## config.mk

```make
export PLATFORM = sky130hd
export DESIGN_NAME = sfu_ctrl_flat
export DESIGN_NICKNAME = d
export VERILOG_FILES = /design/src/rtl/sfu_ctrl_if.sv /design/src/rtl/sfu_ctrl.sv /design/src/flat_wrapper.sv
export SDC_FILE = /design/constraint.sdc
export NUM_CORES = 1
export LEC_CHECK = 0
export BUFFER_PORTS_ARGS = -buffer_cell sky130_fd_sc_hd__buf_2
export CAP_MARGIN = 20
export CORE_ASPECT_RATIO = 0.6
export CORE_MARGIN = 2
export CORE_UTILIZATION = 35
export DETAILED_ROUTE_END_ITERATION = 12
export PLACE_DENSITY_LB_ADDON = 0.2
export RECOVER_POWER = 100
export SLEW_MARGIN = 25
export SYNTH_ARGS = -nofsm -noshare
export SYNTH_HDL_FRONTEND = slang
export SYNTH_SLANG_ARGS = --single-unit
export TNS_END_PERCENT = 20
```

## constraint.sdc

```tcl
create_clock -name clk -period 1.8 [get_ports clk]
set_input_delay 0.36 -clock clk [delete_from_list [all_inputs] [get_ports clk]]
set_output_delay 0.36 -clock clk [all_outputs]
set_load 0.05 [all_outputs]
```

## src/rtl/sfu_ctrl_if.sv

```systemverilog
// sfu_ctrl_if: OFIFO pop, SFU control and psum SRAM write signals of one SFU column group
// master: the sequencer (drives pops, SFU strobes, write strobe/address)
// slave:  the environment (OFIFO/sink status in, controls out)
interface sfu_ctrl_if #(parameter int addr_bw = 11);
    logic               ofifo_valid;
    logic               ofifo_rd;
    logic               sfu_valid;
    logic               sfu_enable;
    logic               sfu_clear;
    logic               sfu_reset_ptr;
    logic               sfu_out_en;
    logic               out_ready;
    logic               wr_en;
    logic [addr_bw-1:0] wr_addr;
    modport master (
        input  ofifo_valid, out_ready,
        output ofifo_rd, sfu_valid, sfu_enable, sfu_clear, sfu_reset_ptr, sfu_out_en, wr_en, wr_addr
    );
    modport slave (
        output ofifo_valid, out_ready,
        input  ofifo_rd, sfu_valid, sfu_enable, sfu_clear, sfu_reset_ptr, sfu_out_en, wr_en, wr_addr
    );
endinterface

```

## src/rtl/sfu_ctrl.sv

```systemverilog
// sfu_ctrl: sequences kij_num accumulate passes of input_ch psum pops, then drains input_ch ReLU results to SRAM
// clk/reset   : rising-edge clock, synchronous active-high reset
// start       : one-cycle tile start, accepted only when idle; wr_base latched then
// bus         : OFIFO pop, SFU valid/enable/clear/reset_ptr/out_en, out_ready, wr_en/wr_addr
// kij_idx     : current pass index; busy: not idle; done: one-cycle end-of-tile pulse
// stall_cnt   : stall performance counter, live only when SFU_CTRL_PERF_EN is defined
module sfu_ctrl #(
    parameter int input_ch = 16,
    parameter int kij_num  = 9,
    parameter int addr_bw  = 11
) (
    input  logic               clk,
    input  logic               reset,
    input  logic               start,
    input  logic [addr_bw-1:0] wr_base,
    sfu_ctrl_if.master         bus,
    output logic [3:0]         kij_idx,
    output logic               busy,
    output logic               done,
    output logic [15:0]        stall_cnt
);
    localparam int cw = input_ch > 1 ? $clog2(input_ch) : 1;
    localparam logic [2:0] IDLE     = 3'd0;
    localparam logic [2:0] CLEAR    = 3'd1;
    localparam logic [2:0] ACC      = 3'd2;
    localparam logic [2:0] PASS_END = 3'd3;
    localparam logic [2:0] DRAIN    = 3'd4;
    localparam logic [2:0] FLUSH    = 3'd5;
    localparam logic [2:0] DONE     = 3'd6;

    logic [2:0]         state_q, state_d;
    logic [cw-1:0]      in_cnt_q, in_cnt_d, out_cnt_q, out_cnt_d;
    logic [3:0]         kij_q, kij_d;
    logic [addr_bw-1:0] base_q, base_d, wr_addr_q, wr_addr_d;
    logic               enable_q, enable_d, clear_q, clear_d, rptr_q, rptr_d, done_q, done_d, wr_en_q, wr_en_d;
    logic               pop, oe, in_last, out_last, kij_last;

    assign pop      = state_q == ACC && bus.ofifo_valid;
    assign oe       = state_q == DRAIN && bus.out_ready;
    assign in_last  = in_cnt_q == cw'(input_ch - 1);
    assign out_last = out_cnt_q == cw'(input_ch - 1);
    assign kij_last = kij_q == 4'(kij_num - 1);

    always_comb begin
        state_d   = state_q;
        in_cnt_d  = in_cnt_q;
        out_cnt_d = out_cnt_q;
        kij_d     = kij_q;
        base_d    = base_q;
        case (state_q)
            IDLE: begin
                state_d = start ? CLEAR : IDLE;
                base_d  = start ? wr_base : base_q;
            end
            CLEAR: begin
                state_d   = ACC;
                in_cnt_d  = '0;
                out_cnt_d = '0;
                kij_d     = '0;
            end
            ACC: begin
                in_cnt_d  = pop ? (in_last ? '0 : in_cnt_q + 1'b1) : in_cnt_q;
                state_d   = pop && in_last ? (kij_last ? DRAIN : PASS_END) : ACC;
                out_cnt_d = '0;
            end
            PASS_END: begin
                state_d = ACC;
                kij_d   = kij_q + 4'd1;
            end
            DRAIN: begin
                out_cnt_d = oe ? (out_last ? '0 : out_cnt_q + 1'b1) : out_cnt_q;
                state_d   = oe && out_last ? FLUSH : DRAIN;
            end
            FLUSH:   state_d = DONE;
            DONE:    state_d = IDLE;
            default: state_d = IDLE;
        endcase
        // strobes are registered from the next state so they line up with the state they belong to
        enable_d  = state_d == ACC || state_d == PASS_END;
        clear_d   = state_d == CLEAR;
        rptr_d    = state_d == PASS_END;
        done_d    = state_d == DONE;
        // write lags out_en by one cycle to meet the SFU's registered psum_out
        wr_en_d   = oe;
        wr_addr_d = oe ? base_q + addr_bw'(out_cnt_q) : wr_addr_q;
    end

    always_ff @(posedge clk) begin
        if (reset) begin
            state_q   <= IDLE;
            in_cnt_q  <= '0;
            out_cnt_q <= '0;
            kij_q     <= '0;
            base_q    <= '0;
            enable_q  <= 1'b0;
            clear_q   <= 1'b0;
            rptr_q    <= 1'b0;
            done_q    <= 1'b0;
            wr_en_q   <= 1'b0;
            wr_addr_q <= '0;
        end else begin
            state_q   <= state_d;
            in_cnt_q  <= in_cnt_d;
            out_cnt_q <= out_cnt_d;
            kij_q     <= kij_d;
            base_q    <= base_d;
            enable_q  <= enable_d;
            clear_q   <= clear_d;
            rptr_q    <= rptr_d;
            done_q    <= done_d;
            wr_en_q   <= wr_en_d;
            wr_addr_q <= wr_addr_d;
        end
    end

`ifdef SFU_CTRL_PERF_EN
    logic [15:0] stall_q, stall_d;
    logic        stalled;
    assign stalled = (state_q == ACC && !bus.ofifo_valid) || (state_q == DRAIN && !bus.out_ready);
    always_comb stall_d = state_q == IDLE && start ? 16'd0 :
                          stalled && stall_q != 16'hFFFF ? stall_q + 16'd1 : stall_q;
    always_ff @(posedge clk) stall_q <= reset ? 16'd0 : stall_d;
    assign stall_cnt = stall_q;
`else
    assign stall_cnt = 16'd0;
`endif

    assign bus.ofifo_rd      = pop;
    assign bus.sfu_valid     = pop;
    assign bus.sfu_enable    = enable_q;
    assign bus.sfu_clear     = clear_q;
    assign bus.sfu_reset_ptr = rptr_q;
    assign bus.sfu_out_en    = oe;
    assign bus.wr_en         = wr_en_q;
    assign bus.wr_addr       = wr_addr_q;
    assign kij_idx           = kij_q;
    assign busy              = state_q != IDLE;
    assign done              = done_q;
endmodule

```

## src/flat_wrapper.sv

```systemverilog
// flat-port wrapper written by rule: the top's interface ports become plain ports
module sfu_ctrl_flat 
#(
    parameter int input_ch = 16,
    parameter int kij_num  = 9,
    parameter int addr_bw  = 11
)
  (clk, reset, start, wr_base, kij_idx, busy, done, stall_cnt, bus_ofifo_valid, bus_out_ready, bus_ofifo_rd, bus_sfu_valid, bus_sfu_enable, bus_sfu_clear, bus_sfu_reset_ptr, bus_sfu_out_en, bus_wr_en, bus_wr_addr);
  sfu_ctrl_if #(.addr_bw(addr_bw)) bus_i ();
  input  logic clk;
  input  logic reset;
  input  logic start;
  input  logic [addr_bw-1:0] wr_base;
  output logic [3:0] kij_idx;
  output logic busy;
  output logic done;
  output logic [15:0] stall_cnt;
  input wire logic [$bits(bus_i.ofifo_valid)-1:0] bus_ofifo_valid;
  input wire logic [$bits(bus_i.out_ready)-1:0] bus_out_ready;
  output wire logic [$bits(bus_i.ofifo_rd)-1:0] bus_ofifo_rd;
  output wire logic [$bits(bus_i.sfu_valid)-1:0] bus_sfu_valid;
  output wire logic [$bits(bus_i.sfu_enable)-1:0] bus_sfu_enable;
  output wire logic [$bits(bus_i.sfu_clear)-1:0] bus_sfu_clear;
  output wire logic [$bits(bus_i.sfu_reset_ptr)-1:0] bus_sfu_reset_ptr;
  output wire logic [$bits(bus_i.sfu_out_en)-1:0] bus_sfu_out_en;
  output wire logic [$bits(bus_i.wr_en)-1:0] bus_wr_en;
  output wire logic [$bits(bus_i.wr_addr)-1:0] bus_wr_addr;
  assign bus_i.ofifo_valid = bus_ofifo_valid;
  assign bus_i.out_ready = bus_out_ready;
  assign bus_ofifo_rd = bus_i.ofifo_rd;
  assign bus_sfu_valid = bus_i.sfu_valid;
  assign bus_sfu_enable = bus_i.sfu_enable;
  assign bus_sfu_clear = bus_i.sfu_clear;
  assign bus_sfu_reset_ptr = bus_i.sfu_reset_ptr;
  assign bus_sfu_out_en = bus_i.sfu_out_en;
  assign bus_wr_en = bus_i.wr_en;
  assign bus_wr_addr = bus_i.wr_addr;
  sfu_ctrl #(.input_ch(input_ch), .kij_num(kij_num), .addr_bw(addr_bw)) u_core (.clk(clk), .reset(reset), .start(start), .wr_base(wr_base), .bus(bus_i), .kij_idx(kij_idx), .busy(busy), .done(done), .stall_cnt(stall_cnt));
endmodule
```

==> summary.txt, run 1 <==
Setup path
  • Required time worst endpoint: 1440 ps
  • Launch point of the worst path: u_core.state_q[2]$_SDFF_PP0_
  • Path type of the worst setup path: register to output port
  • Launching point of the worst reg2reg path: u_core.base_q[0]$_SDFFE_PP0P_
  • Worst-path fanout max: 6
  • Kind of start point of the critical path: register
  • Worst endpoint data arrival time: 1420 ps
  • Critical path capture point type: output port

Yosys
  • Commonest cells in the netlist: sky130_fd_sc_hd__dfxtp_1, sky130_fd_sc_hd__nand2_1, sky130_fd_sc_hd__a21oi_1, sky130_fd_sc_hd__buf_4, sky130_fd_sc_hd__nor2_1
  • Share of the synthesized area in the top cell type: 0.3771
  • Cell accounting for the most synthesized area: sky130_fd_sc_hd__dfxtp_1
  • Post-Synthesis Cell Area: 2230 µm²
  • Main combinational cell family by area after synthesis: simple AND/OR/NAND/NOR gates
  • Register bit count reported by yosys: 42
  • Post-synth EDFFs: 0
  • Post-Synth XOR/XNOR Area: 0.01571
  • Dominant register cell in the synthesized netlist: sky130_fd_sc_hd__dfxtp_1
  • Post-synthesis compound-gate area fraction: 0.1863
  • Simple logic cell fraction of the synthesized area: 0.2340
  • Synth async-reset ratio: 0
  • Synth Area in Adders: 0.05387
  • Synthesized instance count: 260
  • Multiplexer share of the synthesized area: 0.008979
  • Post-Synthesis Mean Instance Area: 8.576 µm²
  • Cell types occupying the most area after synthesis: sky130_fd_sc_hd__dfxtp_1, sky130_fd_sc_hd__buf_4, sky130_fd_sc_hd__a21oi_1
  • Count of warnings emitted by yosys: 0
  • Part of the Yosys area used for sequential elements: 0.3771
  • Synth unique cells: 49
  • Most frequently used cell type in the post-synthesis netlist: sky130_fd_sc_hd__dfxtp_1

Power
  • Maximum vdd ir drop: 0.0003156 V
  • Comb power frac: 0.145
  • PwrDens: 812.0 nW/µm²
  • Clock share of power: 0.372
  • Total Power Consumption: 2.055 mW
  • Internal cell power: 1.456 mW
  • Sequential power share: 0.483
  • Cell leakage power: 1.022 nW
  • Switching part of the total: 0.2915
  • Power spent charging and discharging nets: 0.5992 mW

Cells and area
  • Non-filler instance count after layout: 386
  • Area of all placed cells without fillers: 2531 µm²
  • Inserted Diodes: 0
  • Multi-input combinational cell area: 1172 µm²
  • Share of the core filled with cells: 0.4124
  • Post-synthesis to final-layout area growth: 13.52%
  • Share of post-route cells with drive strength above 1: 0.1656
  • Sequential Area: 844.6 µm²
  • Filler Cells Inserted: 642
  • Final nets: 326

Placed design
  • Total placed cells including tap cells: 378
  • Buffers added on ports: 39
  • Placement-stage cell area: 2452 µm²
  • Half-perimeter wire length of the detailed placement result: 3891 µm
  • Placer congestion estimate: 0.8119

Timing
  • Unrepaired setup endpoints after global routing: true
  • Fraction of the cycle the final worst path needs: 0.9889
  • Worst slew margin relative to its limit: 0.5872
  • Clock skew after layout: 11.01 ps
  • Fin Hold WS: 287.9 ps
  • Max Slew Vio Count: 0
  • Fmax: 0.5618 GHz
  • Final Critical Period: 1780 ps
  • Number of failing setup endpoints in the final timing report: 0
  • Number of hold violations in the final report: 0
  • Slew at the pin with the worst max-slew slack: 612.7 ps

Floorplanning
  • Die outline area: 7046 µm²
  • Number of core rows: 22
  • Starting utilization of the core area: 0.3632
  • Die height: 65.83 µm
  • Count of boundary I/O pins: 56
  • Core region area: 6138 µm²
  • Die Span X: 107.0 µm

Clock network
  • CTS clock-pin slew for the worst setup and hold paths: 80 ps
  • Clock Latency Late Sink: 310 ps
  • Buffers inserted by post-CTS timing repair: 0
  • Number of buffers created by CTS: 5
  • CTS max path bufs: 2
  • CTS sink count: 42
  • CTS tree: done
  • Clock tree root driver cell: sky130_fd_sc_hd__clkbuf_8
  • H-Tree Depth: 2

Worst hold path
  • Min-delay worst type: input port to register
  • Hold path start: wr_base[6]

Detailed routing
  • Via density per instance: 4.819
  • Routed wirelength normalized by instance count: 13.44 µm
  • 1st-pass router iterations: 4
  • Number of nets with antenna violations after routing: 0
  • Overall routed net length: 5188 µm
  • DRC violations left: 0
  • 1st-iter DRT viols: 114
  • Number of vias after detailed routing: 1860

Job
  • Number of max-capacitance violations reported: 0

Global routing
  • Antenna violations before repair: 0
  • GRT Residual Overflow: 0
  • Gr usage total: 0.1533
  • Via count of the first global-routing pass: 1481
  • Maximum number of pins on one net before global-route repair: 23
  • Global-route wire length before repair: 8086 µm

Run status
  • Result of the run: complete, no violations
-- power groups by stage --
stage	sequential, mW	clock, mW	combinational, mW
after floorplan	1.02	0	0.252
after global placement	1.01	0	0.303
after detailed placement	1.01	0	0.302
after CTS	0.992	0.784	0.303
after global routing	0.997	0.829	0.323
final	0.992	0.765	0.298
-- cell type report --
cell class | count | area share
Clock buffer | 6 | 0.02867
Clock inverter | 2 | 0.01483
Sequential cell | 42 | 0.3337
Inverter | 12 | 0.01780
Tap cell | 84 | 0.04152
Timing Repair Buffer | 50 | 0.1003
Multi-Input combinational cell | 190 | 0.4632
-- registers in the layout, summed over array words and instances, names as in the netlist --
signal,count
u_core.bus.wr_addr,11
u_core.state_q,3
u_core.bus.sfu_clear,1
u_core.done,1
u_core.kij_idx,4
u_core.out_cnt_q,4
u_core.bus.wr_en,1
u_core.base_q,11
u_core.bus.sfu_reset_ptr,1
u_core.in_cnt_q,4
u_core.bus.sfu_enable,1
-- per-stage QoR --
stage / TNS [ps] / setup slack [ps]
finish: 0 / 20.06
global route: -167.3 / -62.32
CTS: -64.37 / -33.11
detailed placement: -54.32 / -54.32
global placement: -15.72 / -15.72
floorplan: 0 / 5.429
-- worst max-delay path, stage by stage, from the launching register on --
cell and delay [ps]:
sky130_fd_sc_hd__dfxtp_1 390, sky130_fd_sc_hd__nor3_1 400, sky130_fd_sc_hd__inv_1 100, sky130_fd_sc_hd__buf_2 230
-- worst paths after layout --
check,endpoint,slack [ps],depth (start not counted)
max,busy,20,3
min,u_core.base_q[6]$_SDFFE_PP0P_,290,3
max reg2reg,u_core.bus.wr_addr[10]$_SDFFE_PP0N_,20,7
min reg2reg,u_core.bus.wr_addr[0]$_SDFFE_PP0N_,460,2
-- layer usage --
| layer | up-vias | global-route usage | routed length [µm] |
|---|---|---|---|
| met2 | 62 | 0.1661 | 1732 |
| li1 | 951 | - | - |
| met4 | 0 | 0.05357 | 74 |
| met1 | 839 | 0.2613 | 3031 |
| met3 | 8 | 0.04039 | 350 |
| met5 | - | 0 | 0 |
-- cells by family (layout without fill, tap and decap cells) --
family	count (synthesis)	count (layout)
AND/OR/NAND/NOR	94	94
AO/OA/AOI/OAI	65	65
other	1	16
multiplexers	2	2
adder cells (fa/ha/maj)	9	9
buffers and inverters	43	70
flip-flops	42	42
XOR/XNOR	4	4
-- what timing repair did --
action                                  CTS  global route
resized for setup                         4             9
gates cloned                              0             0
hold buffers                              0             0
endpoints found under the setup margin    5             9
pin swaps                                 0             1
-- cell usage in the layout (no fill, tap or decap), types with 2 or more instances in the layout --
master,count
sky130_fd_sc_hd__clkbuf_1,22
sky130_fd_sc_hd__a21oi_1,27
sky130_fd_sc_hd__nand3_1,8
sky130_fd_sc_hd__conb_1,16
sky130_fd_sc_hd__inv_1,10
sky130_fd_sc_hd__a311o_1,2
sky130_fd_sc_hd__buf_2,16
sky130_fd_sc_hd__ha_1,8
sky130_fd_sc_hd__clkbuf_8,5
sky130_fd_sc_hd__a31o_2,2
sky130_fd_sc_hd__xnor2_1,4
sky130_fd_sc_hd__nand3b_1,2
sky130_fd_sc_hd__buf_4,12
sky130_fd_sc_hd__o21ai_0,11
sky130_fd_sc_hd__or3_1,2
sky130_fd_sc_hd__and3_1,2
sky130_fd_sc_hd__dfxtp_1,39
sky130_fd_sc_hd__nor2_1,18
sky130_fd_sc_hd__nor2b_1,3
sky130_fd_sc_hd__a211oi_1,6
sky130_fd_sc_hd__nand2b_1,5
sky130_fd_sc_hd__nor3_1,8
sky130_fd_sc_hd__mux2i_1,2
sky130_fd_sc_hd__a21o_1,4
sky130_fd_sc_hd__a31oi_1,2
sky130_fd_sc_hd__nand4bb_4,2
sky130_fd_sc_hd__dfxtp_2,3
sky130_fd_sc_hd__inv_2,2
sky130_fd_sc_hd__and4_1,3
sky130_fd_sc_hd__nand2_1,31
sky130_fd_sc_hd__o31ai_1,2
sky130_fd_sc_hd__and2_1,2
(Power assumes the default switching activity.)
==> inputs of run 2 (changes only) <==
--- a/config.mk
+++ b/config.mk
@@ -9,7 +9,7 @@
 export CAP_MARGIN = 20
 export CORE_ASPECT_RATIO = 0.6
 export CORE_MARGIN = 2
-export CORE_UTILIZATION = 35
+export CORE_UTILIZATION = 45
 export DETAILED_ROUTE_END_ITERATION = 12
 export PLACE_DENSITY_LB_ADDON = 0.2
 export RECOVER_POWER = 100
==> summary.txt, run 2 (synthesis results as in run 1) <==
Detailed routing
  • 1st-iter DRT viols: 89 (-22%)
  • Number of nets with antenna violations after routing: 0 (unchanged)
  • Routed wirelength normalized by instance count: 13.29 µm (-1.1%)
  • 1st-pass router iterations: 4 (unchanged)
  • DRC violations left: 0 (unchanged)
  • Overall routed net length: 4905 µm (-5.5%)
  • Number of vias after detailed routing: 1877 (+0.91%)
  • Via density per instance: 5.087 (+5.6%)

Setup path
  • Worst endpoint data arrival time: 1980 ps (+560 ps)
  • Kind of start point of the critical path: register
  • R2r endpoint: u_core.bus.wr_addr[10]$_SDFFE_PP0N_
  • Flop-to-flop setup slack: 40 ps (+20 ps)
  • Worst-path fanout max: 4 (-2)
  • Path type of the worst setup path: register to register
  • Launching point of the worst reg2reg path: u_core.base_q[0]$_SDFFE_PP0P_
  • Worst Reg2Reg Path Length in Cells: 7 (unchanged)
  • Critical path capture point type: register
  • Required time worst endpoint: 2020 ps (+580 ps)

Timing
  • Fraction of the cycle the final worst path needs: 0.9763 (-0.01258)
  • Final Critical Period: 1757 ps (-22.64 ps)
  • Max Slew Vio Count: 0 (unchanged)
  • Number of failing setup endpoints in the final timing report: 0 (unchanged)
  • Fmax: 0.5691 GHz (+1.3%)
  • Unrepaired setup endpoints after global routing: true
  • Clock skew after layout: 8.581 ps (-2.426 ps)
  • Setup slack of the critical path after layout: 42.70 ps (+22.64 ps)
  • TNS Setup: 0 ps (unchanged)
  • Number of hold violations in the final report: 0 (unchanged)

Clock network
  • Number of buffers created by CTS: 5 (unchanged)
  • Clock tree root driver cell: sky130_fd_sc_hd__clkbuf_8
  • Post-CTS Hold Buffers: 0 (unchanged)
  • CTS tree: done
  • CTS max path bufs: 2 (unchanged)
  • CTS clock-pin slew for the worst setup and hold paths: 80 ps (about the same)
  • Buffers inserted by post-CTS timing repair: 0 (unchanged)
  • CTS sink count: 42 (unchanged)
  • H-Tree Depth: 2 (unchanged)
  • Clock Latency Late Sink: 290 ps (-20 ps)

Floorplanning
  • Die Span X: 94.88 µm (-11%)
  • Number of core rows: 19 (-14%)
  • Die height: 58.53 µm (-11%)
  • Core region area: 4659 µm² (-24%)
  • Starting utilization of the core area: 0.4785 (+0.1153)
  • Count of boundary I/O pins: 56 (unchanged)
  • Die outline area: 5553 µm² (-21%)

Worst hold path
  • Min-delay worst type: input port to register
  • Hold Crit Endpoint: u_core.base_q[7]$_SDFFE_PP0P_
  • Hold path start: wr_base[7]
  • Worst hold stages: 3 (unchanged)

Cells and area
  • Share of the core filled with cells: 0.5572 (+0.1448)
  • Commonest non-fill, non-tap cell in the layout: sky130_fd_sc_hd__dfxtp_1
  • Highest-count cells in the layout ignoring fill and taps: sky130_fd_sc_hd__dfxtp_1, sky130_fd_sc_hd__buf_2, sky130_fd_sc_hd__nand2_1
  • Post-synthesis to final-layout area growth: 16.44%
  • Final nets: 330 (+1.2%)
  • Inserted Diodes: 0 (unchanged)
  • Filler Cells Inserted: 483 (-25%)
  • Share of post-route cells with drive strength above 1: 0.2647 (+0.09914)
  • Area of all placed cells without fillers: 2596 µm² (+2.6%)

Power
  • Maximum vdd ir drop: 0.0004686 V (+49%)
  • PwrDens: 787.9 nW/µm² (-3.0%)
  • Internal cell power: 1.471 mW (+1.0%)
  • Sequential power share: 0.485 (+0.002)
  • Comb power frac: 0.154 (+0.009)
  • Switching part of the total: 0.2807 (-0.01083)
  • Power spent charging and discharging nets: 0.5742 mW (-4.2%)
  • Clock share of power: 0.361 (-0.011)
  • Cell leakage power: 1.139 nW (+11%)

Placed design
  • Setup slack after placement: -67.19 ps (-12.87 ps)
  • Placement-stage cell area: 2456 µm² (+0.15%)
  • Buffers added on ports: 39 (unchanged)
  • Placer congestion estimate: 0.8253 (+1.7%)
  • Half-perimeter wire length of the detailed placement result: 3677 µm (-5.5%)

Job
  • Number of max-capacitance violations reported: 0 (unchanged)

Global routing
  • Antenna violations before repair: 0 (unchanged)
  • GRT Residual Overflow: 0 (unchanged)
  • Gr usage total: 0.1879 (+0.03465)
  • Maximum number of pins on one net before global-route repair: 20 (-13%)
  • Global-route wire length before repair: 7755 µm (-4.1%)
  • Via count of the first global-routing pass: 1498 (+1.1%)

Run status
  • Result of the run: complete, no violations
## run 2: changes by cell type in the layout (fill, tap and decap cells not counted), moves of 2 or more
| cell | before | now |
|---|---|---|
| sky130_fd_sc_hd__a21oi_1 | 27 | 25 |
| sky130_fd_sc_hd__a21oi_2 | 0 | 2 |
| sky130_fd_sc_hd__buf_2 | 16 | 36 |
| sky130_fd_sc_hd__buf_4 | 12 | 18 |
| sky130_fd_sc_hd__clkbuf_1 | 22 | 2 |
| sky130_fd_sc_hd__dfxtp_1 | 39 | 37 |
| sky130_fd_sc_hd__dfxtp_2 | 3 | 5 |
## run 2: how the worst max path moves through the flow
stage / start / to / cells past startpoint
detailed placement: u_core.base_q[0]$_SDFFE_PP0P_ / u_core.bus.wr_addr[10]$_SDFFE_PP0N_ / 7
global route: u_core.state_q[0]$_SDFF_PP0_ / bus_sfu_out_en / 3
finish: u_core.base_q[0]$_SDFFE_PP0P_ / u_core.bus.wr_addr[10]$_SDFFE_PP0N_ / 7
floorplan: u_core.out_cnt_q[0]$_SDFFE_PP0P_ / u_core.bus.wr_addr[10]$_SDFFE_PP0N_ / 7
global placement: u_core.base_q[0]$_SDFFE_PP0P_ / u_core.bus.wr_addr[10]$_SDFFE_PP0N_ / 7
CTS: u_core.base_q[0]$_SDFFE_PP0P_ / u_core.bus.wr_addr[10]$_SDFFE_PP0N_ / 7
## run 2: what timing repair did
item,in CTS,in global routing
gates resized for setup,5,9
pin swaps,0,1
endpoints found under the hold margin,0,0
endpoints found under the setup margin,4,8
## run 2: through the flow
step                total power, mW  instances  hold WS [ps]
floorplan                     1.268        275         440.6
global placement              1.316        361         440.9
detailed placement            1.319        361         444.6
CTS                           2.050        369         293.7
global route                  2.139        369         297.8
finish                        2.046        369         302.3
## run 2: critical path, cell delays in order (launching register included)
cell,delay (ps)
sky130_fd_sc_hd__dfxtp_2,360
sky130_fd_sc_hd__ha_4,130
sky130_fd_sc_hd__inv_1,50
sky130_fd_sc_hd__fa_2,350
sky130_fd_sc_hd__nand2b_4,170
sky130_fd_sc_hd__a21o_1,160
sky130_fd_sc_hd__or3_1,330
sky130_fd_sc_hd__a31oi_1,130
## run 2: layout make-up
| cell class | count | area [µm²] | area share |
|---|---|---|---|
| Tap cell | 63 | 78.83 | 0.03036 |
| Clock inverter | 1 | 30.03 | 0.01157 |
| Multi-Input combinational cell | 190 | 1204 | 0.4636 |
| Clock buffer | 7 | 76.32 | 0.02940 |
| Sequential cell | 42 | 847.1 | 0.3263 |
| Timing Repair Buffer | 54 | 315.3 | 0.1214 |
| Inverter | 12 | 45.04 | 0.01735 |
## run 2: power by group through the flow
stage / sequential [mW] / clock, mW / combinational (mW)
finish: 0.992 / 0.738 / 0.316
global route: 0.996 / 0.798 / 0.344
detailed placement: 1.01 / 0 / 0.309
CTS: 0.989 / 0.750 / 0.311
floorplan: 1.02 / 0 / 0.252
global placement: 1.01 / 0 / 0.307
## run 2: layer usage
layer	part of all wire	wire length [µm]	global-route usage
met4	0.011	53	0.06211
met2	0.35	1701	0.2047
met1	0.56	2727	0.3219
met3	0.086	423	0.05634
met5	0	0	0
